===== config.mk =====
export PLATFORM = sky130hd
export DESIGN_NAME = alu_iter_flat
export DESIGN_NICKNAME = d
export VERILOG_FILES = /design/src/rtl/alu_iter_pkg.sv /design/src/rtl/alu_iter_if.sv /design/src/rtl/alu_iter_muldiv.sv /design/src/rtl/alu_iter.sv /design/src/flat_wrapper.sv
export SDC_FILE = /design/constraint.sdc
export NUM_CORES = 1
export LEC_CHECK = 0
export CAP_MARGIN = 30
export CORE_ASPECT_RATIO = 1.5
export CORE_MARGIN = 2
export CORE_UTILIZATION = 50
export CTS_CLUSTER_SIZE = 16
export DETAILED_ROUTE_END_ITERATION = 8
export MAX_ROUTING_LAYER = met4
export PLACE_DENSITY_LB_ADDON = 0.12
export SLEW_MARGIN = 10
export SYNTH_ARGS = -nofsm -noshare
export SYNTH_HDL_FRONTEND = slang
export SYNTH_HIERARCHICAL = 1
export SYNTH_SLANG_ARGS = --single-unit

===== constraint.sdc =====
create_clock -name clk -period 6.2 [get_ports clk]
set_clock_uncertainty 0.2 [all_clocks]
set_input_delay 0.93 -clock clk [delete_from_list [all_inputs] [get_ports clk]]
set_output_delay 0.93 -clock clk [all_outputs]
set_load 0.01 [all_outputs]

===== src/rtl/alu_iter_pkg.sv =====
// Shared definitions for the iterative ALU: op codes, FSM states and op classifiers.
// Op codes 0..13 also give the order of the single-cycle result-select mux.
package alu_iter_pkg;

  localparam int OP_W = 5;
  typedef logic [OP_W-1:0] op_t;

  localparam op_t OP_ADD  = 5'd0;
  localparam op_t OP_SUB  = 5'd1;
  localparam op_t OP_SLT  = 5'd2;
  localparam op_t OP_SLTU = 5'd3;
  localparam op_t OP_AND  = 5'd4;
  localparam op_t OP_NOR  = 5'd5;
  localparam op_t OP_OR   = 5'd6;
  localparam op_t OP_XOR  = 5'd7;
  localparam op_t OP_NXOR = 5'd8;
  localparam op_t OP_SLL  = 5'd9;
  localparam op_t OP_SRL  = 5'd10;
  localparam op_t OP_SRA  = 5'd11;
  localparam op_t OP_LUI  = 5'd12;
  localparam op_t OP_HUI  = 5'd13;
  localparam op_t OP_MUL  = 5'd14;
  localparam op_t OP_MULU = 5'd15;
  localparam op_t OP_DIV  = 5'd16;
  localparam op_t OP_DIVU = 5'd17;

  typedef enum logic [1:0] {
    ST_IDLE = 2'd0,
    ST_BUSY = 2'd1,
    ST_FIX  = 2'd2,
    ST_DONE = 2'd3
  } state_t;

  function automatic logic is_long(input op_t op);
    return (op >= OP_MUL) && (op <= OP_DIVU);
  endfunction

  function automatic logic is_illegal(input op_t op);
    return op > OP_DIVU;
  endfunction

  function automatic logic is_signed_op(input op_t op);
    return (op == OP_MUL) || (op == OP_DIV);
  endfunction

  function automatic logic is_div_op(input op_t op);
    return (op == OP_DIV) || (op == OP_DIVU);
  endfunction

endpackage


===== src/rtl/alu_iter_if.sv =====
// Request/response bundle between the EX stage and the iterative ALU.
interface alu_iter_if #(
  parameter int WIDTH = 32
);
  import alu_iter_pkg::*;

  // Valid/ready: a transfer happens on a rising edge where valid & ready are both
  // high; the producer holds its payload steady until then, and the consumer may
  // change ready freely. Operands transfer on in_*, results on out_*.
  logic             in_valid;
  logic             in_ready;
  op_t              op;
  logic [WIDTH-1:0] src1;
  logic [WIDTH-1:0] src2;
  logic             flush;
  logic             out_valid;
  logic             out_ready;
  logic [WIDTH-1:0] result;
  logic [WIDTH-1:0] result_hi;
  logic             illegal;

  modport master (
    output in_valid, op, src1, src2, flush, out_ready,
    input  in_ready, out_valid, result, result_hi, illegal
  );

  modport slave (
    input  in_valid, op, src1, src2, flush, out_ready,
    output in_ready, out_valid, result, result_hi, illegal
  );

endinterface


===== src/rtl/alu_iter_muldiv.sv =====
// Shared iterative engine: shift-add multiply or restoring divide on magnitudes,
// one step per cycle, with sign correction applied combinationally on the outputs.
module alu_iter_muldiv #(
  parameter  int WIDTH = 32,
  localparam int SHW   = $clog2(WIDTH)
) (
  input  logic             clk,
  input  logic             resetn,
  input  logic             i_start,
  input  logic             i_signed,
  input  logic             i_is_div,
  input  logic [WIDTH-1:0] i_src1,
  input  logic [WIDTH-1:0] i_src2,
  input  logic             i_step,
  input  logic [SHW-1:0]   i_cnt,
  output logic             o_done,
  output logic [WIDTH-1:0] o_hi,
  output logic [WIDTH-1:0] o_lo
);

  logic [WIDTH-1:0]   r_hi, r_lo, r_mcand;
  logic               r_is_div, r_neg_lo, r_neg_hi, r_div_zero;

  logic               w_neg1, w_neg2;
  logic [WIDTH-1:0]   w_abs1, w_abs2;
  logic [WIDTH:0]     w_madd, w_rem, w_trial;
  logic [2*WIDTH-1:0] w_prod_neg;

  assign w_neg1 = i_signed & i_src1[WIDTH-1];
  assign w_neg2 = i_signed & i_src2[WIDTH-1];
  assign w_abs1 = w_neg1 ? (~i_src1 + 1'b1) : i_src1;
  assign w_abs2 = w_neg2 ? (~i_src2 + 1'b1) : i_src2;

  // r_lo holds the multiplier (mul) or the dividend being shifted into quotient (div).
  assign w_madd  = {1'b0, r_hi} + (r_lo[0] ? {1'b0, r_mcand} : '0);
  assign w_rem   = {r_hi, r_lo[WIDTH-1]};
  assign w_trial = w_rem - {1'b0, r_mcand};

  assign o_done = i_step & (i_cnt == SHW'(WIDTH - 1));

  always_ff @(posedge clk or negedge resetn) begin
    if (!resetn) begin
      r_hi       <= '0;
      r_lo       <= '0;
      r_mcand    <= '0;
      r_is_div   <= 1'b0;
      r_neg_lo   <= 1'b0;
      r_neg_hi   <= 1'b0;
      r_div_zero <= 1'b0;
    end else if (i_start) begin
      r_hi       <= '0;
      r_lo       <= w_abs1;
      r_mcand    <= w_abs2;
      r_is_div   <= i_is_div;
      r_neg_lo   <= w_neg1 ^ w_neg2;
      r_neg_hi   <= i_is_div ? w_neg1 : (w_neg1 ^ w_neg2);
      r_div_zero <= i_is_div & (i_src2 == '0);
    end else if (i_step) begin
      if (r_is_div) begin
        r_hi <= w_trial[WIDTH] ? w_rem[WIDTH-1:0] : w_trial[WIDTH-1:0];
        r_lo <= {r_lo[WIDTH-2:0], ~w_trial[WIDTH]};
      end else begin
        r_hi <= w_madd[WIDTH:1];
        r_lo <= {w_madd[0], r_lo[WIDTH-1:1]};
      end
    end
  end

  assign w_prod_neg = ~{r_hi, r_lo} + 1'b1;

  // Remainder takes the dividend's sign; a zero divisor forces an all-ones quotient.
  always_comb begin
    o_hi = r_hi;
    o_lo = r_lo;
    if (r_is_div) begin
      o_lo = r_div_zero ? '1 : (r_neg_lo ? (~r_lo + 1'b1) : r_lo);
      o_hi = r_neg_hi ? (~r_hi + 1'b1) : r_hi;
    end else if (r_neg_lo) begin
      {o_hi, o_lo} = w_prod_neg;
    end
  end

endmodule


===== src/rtl/alu_iter.sv =====
// Multi-cycle EX-stage ALU: single-cycle logic/arith/shift ops plus iterative
// mul/div behind a valid/ready handshake, with result hold and flush.
module alu_iter
  import alu_iter_pkg::*;
#(
  parameter  int WIDTH = 32,
  localparam int SHW   = $clog2(WIDTH)
) (
  input  logic      clk,
  input  logic      resetn,
  alu_iter_if.slave bus,
  output state_t    o_dbg_state
);

  state_t           r_state;
  logic [SHW-1:0]   r_cnt;
  logic             r_out_valid;
  logic             r_illegal;
  logic [WIDTH-1:0] r_result;
  logic [WIDTH-1:0] r_result_hi;

  logic             w_accept, w_long, w_illegal, w_busy, w_last;
  logic             w_signed_op, w_div_op;
  logic             w_sub, w_slt, w_sltu;
  logic [WIDTH-1:0] w_b, w_single, w_sra, w_eng_hi, w_eng_lo;
  logic [WIDTH:0]   w_sum;
  logic [SHW-1:0]   w_shamt;

  assign bus.in_ready = ~bus.flush &
                        ((r_state == ST_IDLE) | ((r_state == ST_DONE) & bus.out_ready));
  assign w_accept     = bus.in_valid & bus.in_ready;
  assign w_long       = is_long(bus.op);
  assign w_illegal    = is_illegal(bus.op);
  assign w_signed_op  = is_signed_op(bus.op);
  assign w_div_op     = is_div_op(bus.op);
  assign w_busy       = (r_state == ST_BUSY);

  // Shared adder: src1 + src2 for ADD, src1 + ~src2 + 1 for SUB and the compares.
  assign w_sub   = (bus.op != OP_ADD);
  assign w_b     = w_sub ? ~bus.src2 : bus.src2;
  assign w_sum   = {1'b0, bus.src1} + {1'b0, w_b} + {{WIDTH{1'b0}}, w_sub};
  assign w_slt   = (bus.src1[WIDTH-1] != bus.src2[WIDTH-1]) ? bus.src1[WIDTH-1]
                                                            : w_sum[WIDTH-1];
  assign w_sltu  = ~w_sum[WIDTH];
  assign w_shamt = bus.src1[SHW-1:0];
  assign w_sra   = $signed(bus.src2) >>> w_shamt;

  always_comb begin
    w_single = '0;
    case (bus.op)
      OP_ADD,
      OP_SUB:  w_single = w_sum[WIDTH-1:0];
      OP_SLT:  w_single = {{(WIDTH-1){1'b0}}, w_slt};
      OP_SLTU: w_single = {{(WIDTH-1){1'b0}}, w_sltu};
      OP_AND:  w_single = bus.src1 & bus.src2;
      OP_NOR:  w_single = ~(bus.src1 | bus.src2);
      OP_OR:   w_single = bus.src1 | bus.src2;
      OP_XOR:  w_single = bus.src1 ^ bus.src2;
      OP_NXOR: w_single = ~(bus.src1 ^ bus.src2);
      OP_SLL:  w_single = bus.src2 << w_shamt;
      OP_SRL:  w_single = bus.src2 >> w_shamt;
      OP_SRA:  w_single = w_sra;
      OP_LUI:  w_single = {bus.src2[WIDTH/2-1:0], {(WIDTH/2){1'b0}}};
      OP_HUI:  w_single = {{(WIDTH/2){1'b0}}, bus.src2[WIDTH/2-1:0]};
      default: w_single = '0;
    endcase
  end

  alu_iter_muldiv #(
    .WIDTH (WIDTH)
  ) u_muldiv (
    .clk      (clk),
    .resetn   (resetn),
    .i_start  (w_accept & w_long),
    .i_signed (w_signed_op),
    .i_is_div (w_div_op),
    .i_src1   (bus.src1),
    .i_src2   (bus.src2),
    .i_step   (w_busy),
    .i_cnt    (r_cnt),
    .o_done   (w_last),
    .o_hi     (w_eng_hi),
    .o_lo     (w_eng_lo)
  );

  // Flush wins over both a new accept and the consumer taking the result.
  always_ff @(posedge clk or negedge resetn) begin
    if (!resetn) begin
      r_state     <= ST_IDLE;
      r_cnt       <= '0;
      r_out_valid <= 1'b0;
      r_illegal   <= 1'b0;
      r_result    <= '0;
      r_result_hi <= '0;
    end else if (bus.flush) begin
      r_state     <= ST_IDLE;
      r_cnt       <= '0;
      r_out_valid <= 1'b0;
    end else begin
      case (r_state)
        ST_IDLE, ST_DONE: begin
          if (w_accept) begin
            if (w_long) begin
              r_state     <= ST_BUSY;
              r_cnt       <= '0;
              r_out_valid <= 1'b0;
            end else begin
              r_state     <= ST_DONE;
              r_out_valid <= 1'b1;
              r_result    <= w_single;
              r_result_hi <= '0;
              r_illegal   <= w_illegal;
            end
          end else if ((r_state == ST_DONE) && bus.out_ready) begin
            r_state     <= ST_IDLE;
            r_out_valid <= 1'b0;
          end
        end
        ST_BUSY: begin
          r_cnt <= r_cnt + 1'b1;
          if (w_last) begin
            r_state <= ST_FIX;
            r_cnt   <= '0;
          end
        end
        ST_FIX: begin
          r_state     <= ST_DONE;
          r_out_valid <= 1'b1;
          r_result    <= w_eng_lo;
          r_result_hi <= w_eng_hi;
          r_illegal   <= 1'b0;
        end
        default: r_state <= ST_IDLE;
      endcase
    end
  end

  assign bus.out_valid = r_out_valid;
  assign bus.result    = r_result;
  assign bus.result_hi = r_result_hi;
  assign bus.illegal   = r_illegal;
  assign o_dbg_state   = r_state;

endmodule


===== src/flat_wrapper.sv =====
// flat-port wrapper written by rule: the top's interface ports become plain ports
module alu_iter_flat import alu_iter_pkg::*;
#(
  parameter  int WIDTH = 32,
  localparam int SHW   = $clog2(WIDTH)
)
  (clk, resetn, o_dbg_state, bus_in_valid, bus_op, bus_src1, bus_src2, bus_flush, bus_out_ready, bus_in_ready, bus_out_valid, bus_result, bus_result_hi, bus_illegal);
  alu_iter_if #(.WIDTH(WIDTH)) bus_i ();
  input  logic clk;
  input  logic resetn;
  output state_t o_dbg_state;
  input wire logic [$bits(bus_i.in_valid)-1:0] bus_in_valid;
  input wire logic [$bits(bus_i.op)-1:0] bus_op;
  input wire logic [$bits(bus_i.src1)-1:0] bus_src1;
  input wire logic [$bits(bus_i.src2)-1:0] bus_src2;
  input wire logic [$bits(bus_i.flush)-1:0] bus_flush;
  input wire logic [$bits(bus_i.out_ready)-1:0] bus_out_ready;
  output wire logic [$bits(bus_i.in_ready)-1:0] bus_in_ready;
  output wire logic [$bits(bus_i.out_valid)-1:0] bus_out_valid;
  output wire logic [$bits(bus_i.result)-1:0] bus_result;
  output wire logic [$bits(bus_i.result_hi)-1:0] bus_result_hi;
  output wire logic [$bits(bus_i.illegal)-1:0] bus_illegal;
  assign bus_i.in_valid = bus_in_valid;
  assign bus_i.op = bus_op;
  assign bus_i.src1 = bus_src1;
  assign bus_i.src2 = bus_src2;
  assign bus_i.flush = bus_flush;
  assign bus_i.out_ready = bus_out_ready;
  assign bus_in_ready = bus_i.in_ready;
  assign bus_out_valid = bus_i.out_valid;
  assign bus_result = bus_i.result;
  assign bus_result_hi = bus_i.result_hi;
  assign bus_illegal = bus_i.illegal;
  alu_iter #(.WIDTH(WIDTH)) u_core (.clk(clk), .resetn(resetn), .bus(bus_i), .o_dbg_state(o_dbg_state));
endmodule

-- Word level (Yosys, flattened, before mapping)
Index checks and enable logic that the tools add are counted.
- register bits after elaboration: 173
- bits of input ports: 74
- output and inout port bits: 69
- logic and storage cells: 143
- $add $sub $neg: 10
- magnitude comparators: 3
- equality and inequality tests: 27
- shifts and indexed selects: 3
- muxes and demuxes: 46
- bitwise operators: 23
- reductions and logical operators: 18
- operators with widths (kind ; count):
    32-bit two-way mux ; 22
    32-bit case mux with 13 select lines ; 1
    32-bit NOT ; 6
    32-bit by 1-bit adder with 32-bit output (second input constant) ; 4
    32-bit case mux with 2 select lines ; 2
    32-bit by 32-bit adder with 33-bit output ; 2
    64-bit by 1-bit adder with 64-bit output (second input constant) ; 1
    64-bit NOT ; 1
    5-bit by 4-bit equality test with 1-bit output (second input constant) ; 7
    33-bit by 1-bit adder with 33-bit output ; 1
    33-bit by 32-bit subtractor with 33-bit output ; 1
    32-bit bitwise AND ; 1
    32-bit zero test ; 1
    32-bit OR ; 1
    32-bit by 5-bit left shift with 32-bit output ; 1
    32-bit by 5-bit >> shifter with 32-bit output ; 1
    32-bit by 5-bit >>> shifter with 32-bit output ; 1
    32-bit XOR ; 1
    5-bit by 3-bit equality test with 1-bit output (second input constant) ; 4
    5-bit two-way mux ; 4
    5-bit equality test (second input constant) ; 3
    5-bit by 2-bit equality test with 1-bit output (second input constant) ; 2
    2-bit two-way mux ; 5
    5-bit case mux with 2 select lines ; 1
    30 further kinds ; 56

-- Depth between registers and ports, before layout
Gate-level depths: netlist of the first run.
- word-level depth: 9
- depth in mapped cells: 17
- gate-level depth less buffers: 16

-- Modules after synthesis
The synthesis of the first run kept the hierarchy.
- modules (own cells, without submodules) (module ; times used ; cells each ; area an instance (um2) ; seq. area each (um2)):
    alu_iter ; 1 ; 1494 ; 11611.1 ; 1826.8
    alu_iter_muldiv ; 1 ; 1523 ; 11257.0 ; 2502.4

-- Least setup slack after synthesis of the first run
OpenSTA, ideal clock, no wires.
- path type: input to register
- start: input port bus_op[3]
- end: register u_core.r_result[29], in the netlist u_core/bus.result[29]
- library setup time: 69 ps
- data arrival time: 4512 ps
- data required time: 5931 ps
- path slack: 1419 ps
- stages on the path: 17
- path buffers: 5
- path through: buf_6 or3_1 buf_2 nand2b_1 clkbuf_1 buf_1 xnor2_1 ha_1 buf_2 a21oi_1 nor2_1 or4b_1 o2111a_1 o21ai_2 a2111oi_1 or4_1 nand3_1
- word-level cells in the longest chain between the ends: 8
- elaborated cells on any way between the ends: 28
- classes of those cells: add/sub: 2; order compare: 2; eq/ne: 14; mux: 5; reduce/logical: 5
- RTL lines (element ; line ; RTL):
    from (decl) ; flat_wrapper.sv:13 ; input wire logic [$bits(bus_i.op)-1:0] bus_op;
    5-bit nonzero test ; alu_iter.sv:39 ; assign w_sub = (bus.op != OP_ADD);
    32-bit two-way mux ; alu_iter.sv:40 ; assign w_b = w_sub ? ~bus.src2 : bus.src2;
    32-bit by 32-bit adder with 33-bit output ; alu_iter.sv:41 ; assign w_sum = {1'b0, bus.src1} + {1'b0, w_b} + {{WIDTH{1'b0}}, w_sub};
    33-bit by 1-bit adder with 33-bit output ; alu_iter.sv:41 ;
    32-bit case mux with 13 select lines ; alu_iter.sv:50 ; case (bus.op)
    32-bit two-way mux ; alu_iter.sv:103 ; if (w_long) begin
    32-bit two-way mux ; alu_iter.sv:102 ; if (w_accept) begin
    32-bit case mux with 2 select lines ; alu_iter.sv:100 ; case (r_state)
    to (signal assigned) ; alu_iter.sv:110 ; r_result <= w_single;
    to (signal assigned) ; alu_iter.sv:129 ; r_result <= w_eng_lo;
    to (decl) ; alu_iter.sv:19 ; logic [WIDTH-1:0] r_result;
Parallel ways exist; a longest one is shown, timed or not. The select of a mux whose other input is x is not followed.
A chain may end at the register's enable or synchronous reset.

-- Final worst setup path of the first run
- start: input port bus_op[3]
- end: register u_core.r_result[0], in the netlist u_core/bus.result[0]
- word-level cells in the longest chain between the ends: 9
- elaborated cells on any way between the ends: 30
- classes of those cells: add/sub: 2; order compare: 2; eq/ne: 14; mux: 6; bitwise: 1; reduce/logical: 5
- RTL lines (element ; line):
    5-bit nonzero test ; alu_iter.sv:39
    32-bit two-way mux ; alu_iter.sv:40
    32-bit by 32-bit adder with 33-bit output ; alu_iter.sv:41
    33-bit by 1-bit adder with 33-bit output ; alu_iter.sv:41
    1-bit two-way mux / 1-bit NOT (equally long branches) ; alu_iter.sv:42, alu_iter.sv:44
    32-bit case mux with 13 select lines ; alu_iter.sv:50
    32-bit two-way mux ; alu_iter.sv:103
    32-bit two-way mux ; alu_iter.sv:102
    32-bit case mux with 2 select lines ; alu_iter.sv:100
Parallel ways exist; a longest one is shown, timed or not. The select of a mux whose other input is x is not followed.

==> impl_metrics.csv, run 1 <==
group,metric,value,unit
outcome,status,"finished clean",
clock_tree,cts-htree-levels,4,
floorplan,die_x,179,um
detailed_routing,wl,109000,um
sta,setup_slack,1010,ps
synthesis,synth_area,22900,sq um
power,p_comb_share,68.8,%
clock_tree,cts-resized-gates,0,
clock_tree,post_cts_buffers,0,
placed_design,dp_hpwl,83200,um
detailed_routing,wl_per_cell,29.6,um
floorplan,ios,143,
floorplan,dieArea,47500,sq um
sta,rsz0062_at_grt,"false",
cells_and_area,drive_gt1_share,9.06,%
detailed_routing,drtPass1Iterations,8,
power,swShare,53.0,%
synthesis,synth_edf_count,0,
synthesis,avgSynthCellArea,7.58,sq um
sta,tns,0,ps
worst_setup_path,r2r_start,"u_core/u_muldiv/r_lo[3]$_DFFE_PN0P_",
worst_setup_path,crit_end,"u_core/bus.result[0]$_DFFE_PN0P_",
detailed_routing,ant_nets,0,
power,peakVddDrop,0.256,mV
detailed_routing,route.detailed.drc,0,
sta,slew_headroom,6.87,%
worst_setup_path,arrival,5340,ps
floorplan,initial_core_util,50.4,%
worst_setup_path,slowest_stage,"clkdlybuf4s50_1",
floorplan,num_rows,96,
worst_setup_path,worst-path-stages,14,
detailed_routing,vias_per_cell,6.93,
job,maxCapViolations,0,
synthesis,yosysWarnings,6,
synthesis,ys.flop_type,"dfrtp_1",
sta,hold_viol,0,
synthesis,syn_inst,3017,
power,p_clk_share,10.3,%
grt,grt_usage,47.1,%
worst_setup_path,critical_path_buf_inv_count,2,
power,p_sw,5.87,mW
worst_setup_path,ff2ff_setup_slack,1160,ps
power,leakage,10.8,nW
worst_hold_path,hold_start,"u_core/bus.illegal$_DFFE_PN0P_",
clock_tree,postCtsHoldBufs,0,
power,power.density,430,nW/um^2
grt,antenna_found_initial,7,
detailed_routing,vias,25500,
worst_setup_path,max_stage_delay,580,ps
clock_tree,path_clk_slew,90,ps
clock_tree,cts_buffers,17,
placed_design,gp_congestion,1.10,
worst_setup_path,crit_family,"simple AND/OR/NAND/NOR gates",
placed_design,port-buffer-count,142,
clock_tree,cts_tree,"built",
sta,max_freq,0.193,GHz
worst_setup_path,worstReg2RegEnd,"u_core/bus.result[27]$_DFFE_PN0P_",
synthesis,syn_nets,3263,
detailed_routing,drtIter0Drc,2658,
sta,drv_slew,0,
synthesis,async_reset_ff_share,100,%
sta,tightest_slew,1400,ps
worst_setup_path,crit_path_cell_trace,"clkdlybuf4s50_1, or3_1, nand2b_2, buf_4, xnor2_1, ha_1, a21oi_1, o22ai_1, or4b_1, o2111a_1, or2_1, a21oi_2, mux2i_1, a31oi_1",
synthesis,yosysUniqueCellTypes,98,
floorplan,coreArea,45400,sq um
placed_design,dp_slack,670,ps
grt,overflow,0,
power,power.internal,5.20,mW
clock_tree,clock-sinks,173,
worst_setup_path,critical_path.max_fanout,18,
grt,grt_max_degree,104,
synthesis,seq_area_frac_synth,18.9,%
cells_and_area,areaGrowthSynthToFinish,12.5,%
worst_setup_path,cp-startpoint,"bus_op[3]",
cells_and_area,final_nets,3323,
sta,setup_violations,0,
clock_tree,clock_path_buffers,2,
worst_setup_path,endpoint_kind,"flop",
power,p_seq_share,20.8,%
worst_setup_path,crit_path_start_kind,"input port",
clock_tree,root_buffer,"clkbuf_16",
synthesis,ys_seq_elements,173,
clock_tree,clkLatencyLatePin,470,ps
grt,grt_pass1_vias,24400,
worst_hold_path,hp-class,"flop to flop",
worst_setup_path,setup.worst_path.class,"input port to flop",
grt,grt_pass1_wl,159000,um
worst_setup_path,rr_worst_depth,12,
sta,period_minus_slack,5190,ps
floorplan,die_h,266,um
worst_setup_path,cp.required,6350,ps
sta,fin_crit_sh,83.7,%
[synth_stat cells, drive strengths merged, types with 28 or more instances]
cell type | instances | area, sq um
a21o | 48 | 360
xnor2 | 133 | 1160
or3 | 28 | 186
a211oi | 33 | 248
mux2 | 28 | 315
nor3 | 68 | 345
and2 | 28 | 175
o211ai | 29 | 218
o21ai | 205 | 1030
dfrtp | 173 | 4330
a22o | 36 | 315
xor2 | 84 | 736
a31oi | 40 | 256
and3 | 36 | 230
nand3 | 53 | 265
nand2 | 241 | 907
buf | 58 | 264
clkbuf | 150 | 563
ha | 169 | 2110
mux4 | 52 | 1170
o22ai | 32 | 200
inv | 151 | 567
o31ai | 28 | 210
nor2 | 363 | 1370
mux2i | 104 | 1040
a21oi | 324 | 1630
[how the worst min path moves through the flow]
stage	depth (start not counted)	slack, ps	endpoint
2_1_floorplan	2	290	u_core/r_cnt[4]$_DFFE_PN0P_
3_3_place_gp	1	290	u_core/bus.result_hi[31]$_DFFE_PN0P_
3_5_place_dp	2	280	u_core/bus.illegal$_DFFE_PN0P_
4_1_cts	2	310	u_core/bus.illegal$_DFFE_PN0P_
5_1_grt	1	320	u_core/bus.result_hi[4]$_DFFE_PN0P_
6_report	2	300	u_core/bus.illegal$_DFFE_PN0P_
[metal layers]
metal	vias up	track usage [%]	part of all wire [%]
met1	12100	46.7	33
li1	11200	-	-
met4	0	47.1	13
met5	-	-	0
met3	653	10.7	8.4
met2	1590	74.0	46
[cells in the final DEF, fill, tap and decap left out, types with 12 or more instances in the layout]
| cell type | instances |
|---|---|
| nand2b_1 | 21 |
| ha_1 | 168 |
| nor4_1 | 20 |
| clkbuf_16 | 17 |
| or4_1 | 12 |
| nand2_1 | 240 |
| buf_4 | 104 |
| o21bai_1 | 17 |
| and2_1 | 27 |
| inv_1 | 151 |
| o21ai_0 | 200 |
| a211oi_1 | 33 |
| a22oi_1 | 20 |
| dfrtp_1 | 172 |
| o211ai_1 | 29 |
| a21oi_1 | 323 |
| mux2i_1 | 104 |
| o21a_1 | 12 |
| mux2_2 | 28 |
| nand3_1 | 53 |
| xor2_1 | 83 |
| a21o_1 | 48 |
| clkdlybuf4s50_1 | 136 |
| a221oi_1 | 17 |
| nand4_1 | 12 |
| a22o_1 | 36 |
| a221o_1 | 13 |
| mux4_2 | 52 |
| or3_1 | 25 |
| o31ai_1 | 28 |
| nor2b_1 | 19 |
| and3_1 | 32 |
| xnor2_1 | 132 |
| nor3_1 | 67 |
| a31oi_1 | 39 |
| nor2_1 | 360 |
| o41ai_1 | 14 |
| o22ai_1 | 32 |
[final cells by class]
| class | count | area [sq um] |
|---|---|---|
| Fill cell | 4290 | 19700 |
| Inverter | 153 | 574 |
| Clock inverter | 15 | 190 |
| Tap cell | 588 | 736 |
| Antenna cell | 8 | 20.0 |
| Sequential cell | 173 | 4330 |
| Timing Repair Buffer | 249 | 2250 |
| Clock buffer | 17 | 425 |
| Multi-Input combinational cell | 2483 | 17200 |
[state kept, by name, indices dropped and copies added, names as in the netlist]
register / flops
u_core/bus.result: 32
u_core/bus.result_hi: 32
u_core/u_muldiv/r_hi: 32
u_core/u_muldiv/r_lo: 32
u_core/u_muldiv/r_mcand: 32
u_core/r_cnt: 5
u_core/o_dbg_state: 2
u_core/bus.illegal: 1
u_core/bus.out_valid: 1
u_core/u_muldiv/r_div_zero: 1
u_core/u_muldiv/r_is_div: 1
u_core/u_muldiv/r_neg_hi: 1
u_core/u_muldiv/r_neg_lo: 1
[per-stage QoR]
stage / hold WS [ps] / util (%) / power [mW] / cell area (sq um) / std cells
after floorplan: 295 / - / 7.10 / 22900 / 3017
after global placement: 286 / 55.2 / 9.49 / 25000 / 3641
after detailed placement: 277 / 55.2 / 9.65 / 25100 / 3642
after CTS: 305 / 56.5 / 10.8 / 25700 / 3674
after global routing: 317 / 56.6 / 11.8 / 25700 / 3684
final: 304 / 56.6 / 11.1 / 25700 / 3686
[worst reg2reg max path, cell delays in order, from the launching register on]
cell,delay (ps)
dfrtp_1,470
or3_4,390
or4_4,580
or4_1,470
or2_2,350
or4_4,480
o21ai_0,220
xor2_1,180
nand2_1,70
nand2_1,340
nand4_1,250
a21oi_1,750
o211ai_1,160
[power by group through the flow]
stage	sequential (mW)	clock (mW)	combinational, mW
after floorplan	2.09	0	5.01
after global placement	2.28	0	7.22
after detailed placement	2.30	0	7.35
after CTS	2.28	1.15	7.40
after global routing	2.35	1.21	8.21
final	2.31	1.14	7.62
[logic make-up (layout without fill, tap and decap cells)]
family	Yosys count	in the layout	synth area share, %
AOI/OAI and AO/OA	965	965	26.8
and+or+nand+nor	945	945	19.2
buffers and inverters	361	434	6.13
xor gates and xnor gates	217	217	8.31
muxes	184	184	11.1
DFF	173	173	18.9
adders and majority gates	172	172	9.51
other	0	8	0
Note: power is estimated with default switching activity, not from simulation.
==> run 2, diff against run 1 <==
Clock period 6.2 ns to 4.8 ns, I/O delays scaled along.
==> run 2 against run 1 <==
- hold slack worse by 240 ps
- sequential cell count unchanged
- design area rose by 3.4%
- non-clock buffer count up 108
- critical path depth shrank 2
- sequential power is 24% higher
- sequential share of layout area shrank 0.55 points
- final cell count is 2.9% higher
- wire length is 0.39% higher
- register-to-register slack got worse by 1000 ps
- largest power group unchanged
==> impl_metrics.csv, run 2 (synthesis gave the netlist of run 1 again) <==
group,metric,value,unit
floorplan,die_x,179,um
sta,fin_crit_sh,97.4,%
cells_and_area,layout_commonest_cell,"nor2_1",
cells_and_area,multi_input_area,17200,sq um
detailed_routing,wl_per_cell,28.9,um
detailed_routing,drtPass1Iterations,8,
floorplan,die_h,266,um
sta,rsz0062_at_grt,"false",
grt,antenna_found_initial,7,
detailed_routing,vias,25800,
worst_setup_path,crit_path_start_kind,"flop",
sta,tightest_slew,1070,ps
floorplan,dieArea,47500,sq um
placed_design,dp_hpwl,84800,um
grt,grt_pass1_vias,25300,
clock_tree,cts_tree,"built",
placed_design,port-buffer-count,142,
sta,max_freq,0.214,GHz
sta,period_minus_slack,4680,ps
grt,grt_max_degree,79,
clock_tree,root_buffer,"clkbuf_16",
power,peakVddDrop,0.474,mV
outcome,status,"finished clean",
sta,hold_viol,0,
clock_tree,clkLatencyLatePin,470,ps
clock_tree,post_cts_buffers,0,
grt,grt_usage,47.5,%
detailed_routing,drtIter0Drc,3024,
clock_tree,postCtsHoldBufs,0,
cells_and_area,fillers,4239,
power,power.density,545,nW/um^2
placed_design,numPlacedInstances,3753,
power,p_total,14.5,mW
cells_and_area,drive_gt1_share,12.3,%
power,leakage,11.3,nW
sta,setup_violations,0,
floorplan,ios,143,
clock_tree,clock-sinks,173,
detailed_routing,wl,110000,um
cells_and_area,layout_common_cells,"nor2_1 (360), a21oi_1 (322), nand2_1 (240)",
job,maxCapViolations,0,
worst_hold_path,hp-class,"input port to async pin",
cells_and_area,fin_cells,3794,
cells_and_area,final_nets,3431,
clock_tree,cts-htree-levels,4,
worst_setup_path,cp.required,4930,ps
clock_tree,clock_path_buffers,2,
grt,grt_pass1_wl,160000,um
cells_and_area,seq_area,4330,sq um
detailed_routing,ant_nets,0,
detailed_routing,vias_per_cell,6.81,
placed_design,gp_congestion,1.12,
sta,slew_headroom,28.0,%
detailed_routing,route.detailed.drc,0,
sta,drv_slew,0,
clock_tree,cts_buffers,17,
worst_setup_path,critical_path.max_fanout,6,
clock_tree,path_clk_slew,80,ps
floorplan,num_rows,96,
grt,overflow,0,
worst_setup_path,endpoint_kind,"flop",
worst_setup_path,setup.worst_path.class,"flop to flop",
floorplan,coreArea,45400,sq um
floorplan,initial_core_util,50.4,%
cells_and_area,areaGrowthSynthToFinish,16.3,%
worst_setup_path,arrival,4810,ps
## run 2: changes by cell type in the layout (fill, tap and decap cells not counted), moves of 2 or more
cell and delta:
clkinv_8 -3, buf_4 +107, buf_12 +2, a2111oi_1 -3
a2111oi_0 +2, inv_6 +2
## run 2: cell type report
cell class                      instances  share of cell area [%]
Sequential cell                       173                    16.3
Antenna cell                            8                  0.0753
Clock inverter                         15                   0.720
Inverter                              153                    2.16
Clock buffer                           17                    1.60
Multi-Input combinational cell       2483                    64.7
Timing Repair Buffer                  357                    11.7
Tap cell                              588                    2.77
## run 2: worst max-delay path, cell delays in order (launching register included)
cell and delay (ps):
dfrtp_1 420, or3_4 440, or4_4 580, or4_1 470, or2_2 340, or4_4 460
o21ai_0 210, xor2_1 170, nand2_1 80, nand2_1 280, nand4_1 260, a21oi_2 510
o211ai_1 140
## run 2: final timing paths
check / to / startpoint / slack (ps) / cells past startpoint
max: u_core/bus.result[27]$_DFFE_PN0P_ / u_core/u_muldiv/r_lo[5]$_DFFE_PN0P_ / 120 / 12
min: u_core/r_cnt[0]$_DFFE_PN0P_ / resetn / 60 / 1
max reg2reg: u_core/bus.result[27]$_DFFE_PN0P_ / u_core/u_muldiv/r_lo[5]$_DFFE_PN0P_ / 120 / 12
min reg2reg: u_core/bus.result[7]$_DFFE_PN0P_ / u_core/bus.result[7]$_DFFE_PN0P_ / 280 / 1
max in group asynchronous: u_core/u_muldiv/r_mcand[20]$_DFFE_PN0P_ / resetn / 3340 / 2
min in group clk: u_core/bus.result[7]$_DFFE_PN0P_ / u_core/bus.result[7]$_DFFE_PN0P_ / 280 / 1
## run 2: metal layers
| layer | track usage (%) | up-vias | wire, um |
|---|---|---|---|
| li1 | - | 11400 | - |
| met2 | 73.5 | 1660 | 50100 |
| met5 | - | - | 0 |
| met1 | 47.0 | 12200 | 35700 |
| met3 | 11.2 | 633 | 9530 |
| met4 | 49.5 | 0 | 14400 |
## run 2: through the flow
stage,instance area (sq um),TNS [ps],utilization (%),setup slack (ps),hold WS (ps)
3_5_place_dp,25900,-406,57.1,-406,265
4_1_cts,26500,0,58.4,87.0,70.4
2_1_floorplan,22900,0,-,229,224
6_report,26600,0,58.6,123,60.2
5_1_grt,26600,0,58.6,29.0,101
3_3_place_gp,25900,-460,57.1,-451,270
## run 2: timing repair
item | 4_1_cts | 5_1_grt
endpoints found under the setup margin | 0 | 2
hold endpoints to repair | 0 | 0
gates resized for setup | 0 | 3
## run 2: power by group
| part | leakage (nW) | internal (mW) | switching [mW] |
|---|---|---|---|
| combinational | 8.92 | 4.10 | 6.04 |
| clock | 0.298 | 0.754 | 0.725 |
| sequential | 2.13 | 2.09 | 0.784 |
| total | 11.3 | 6.94 | 7.55 |
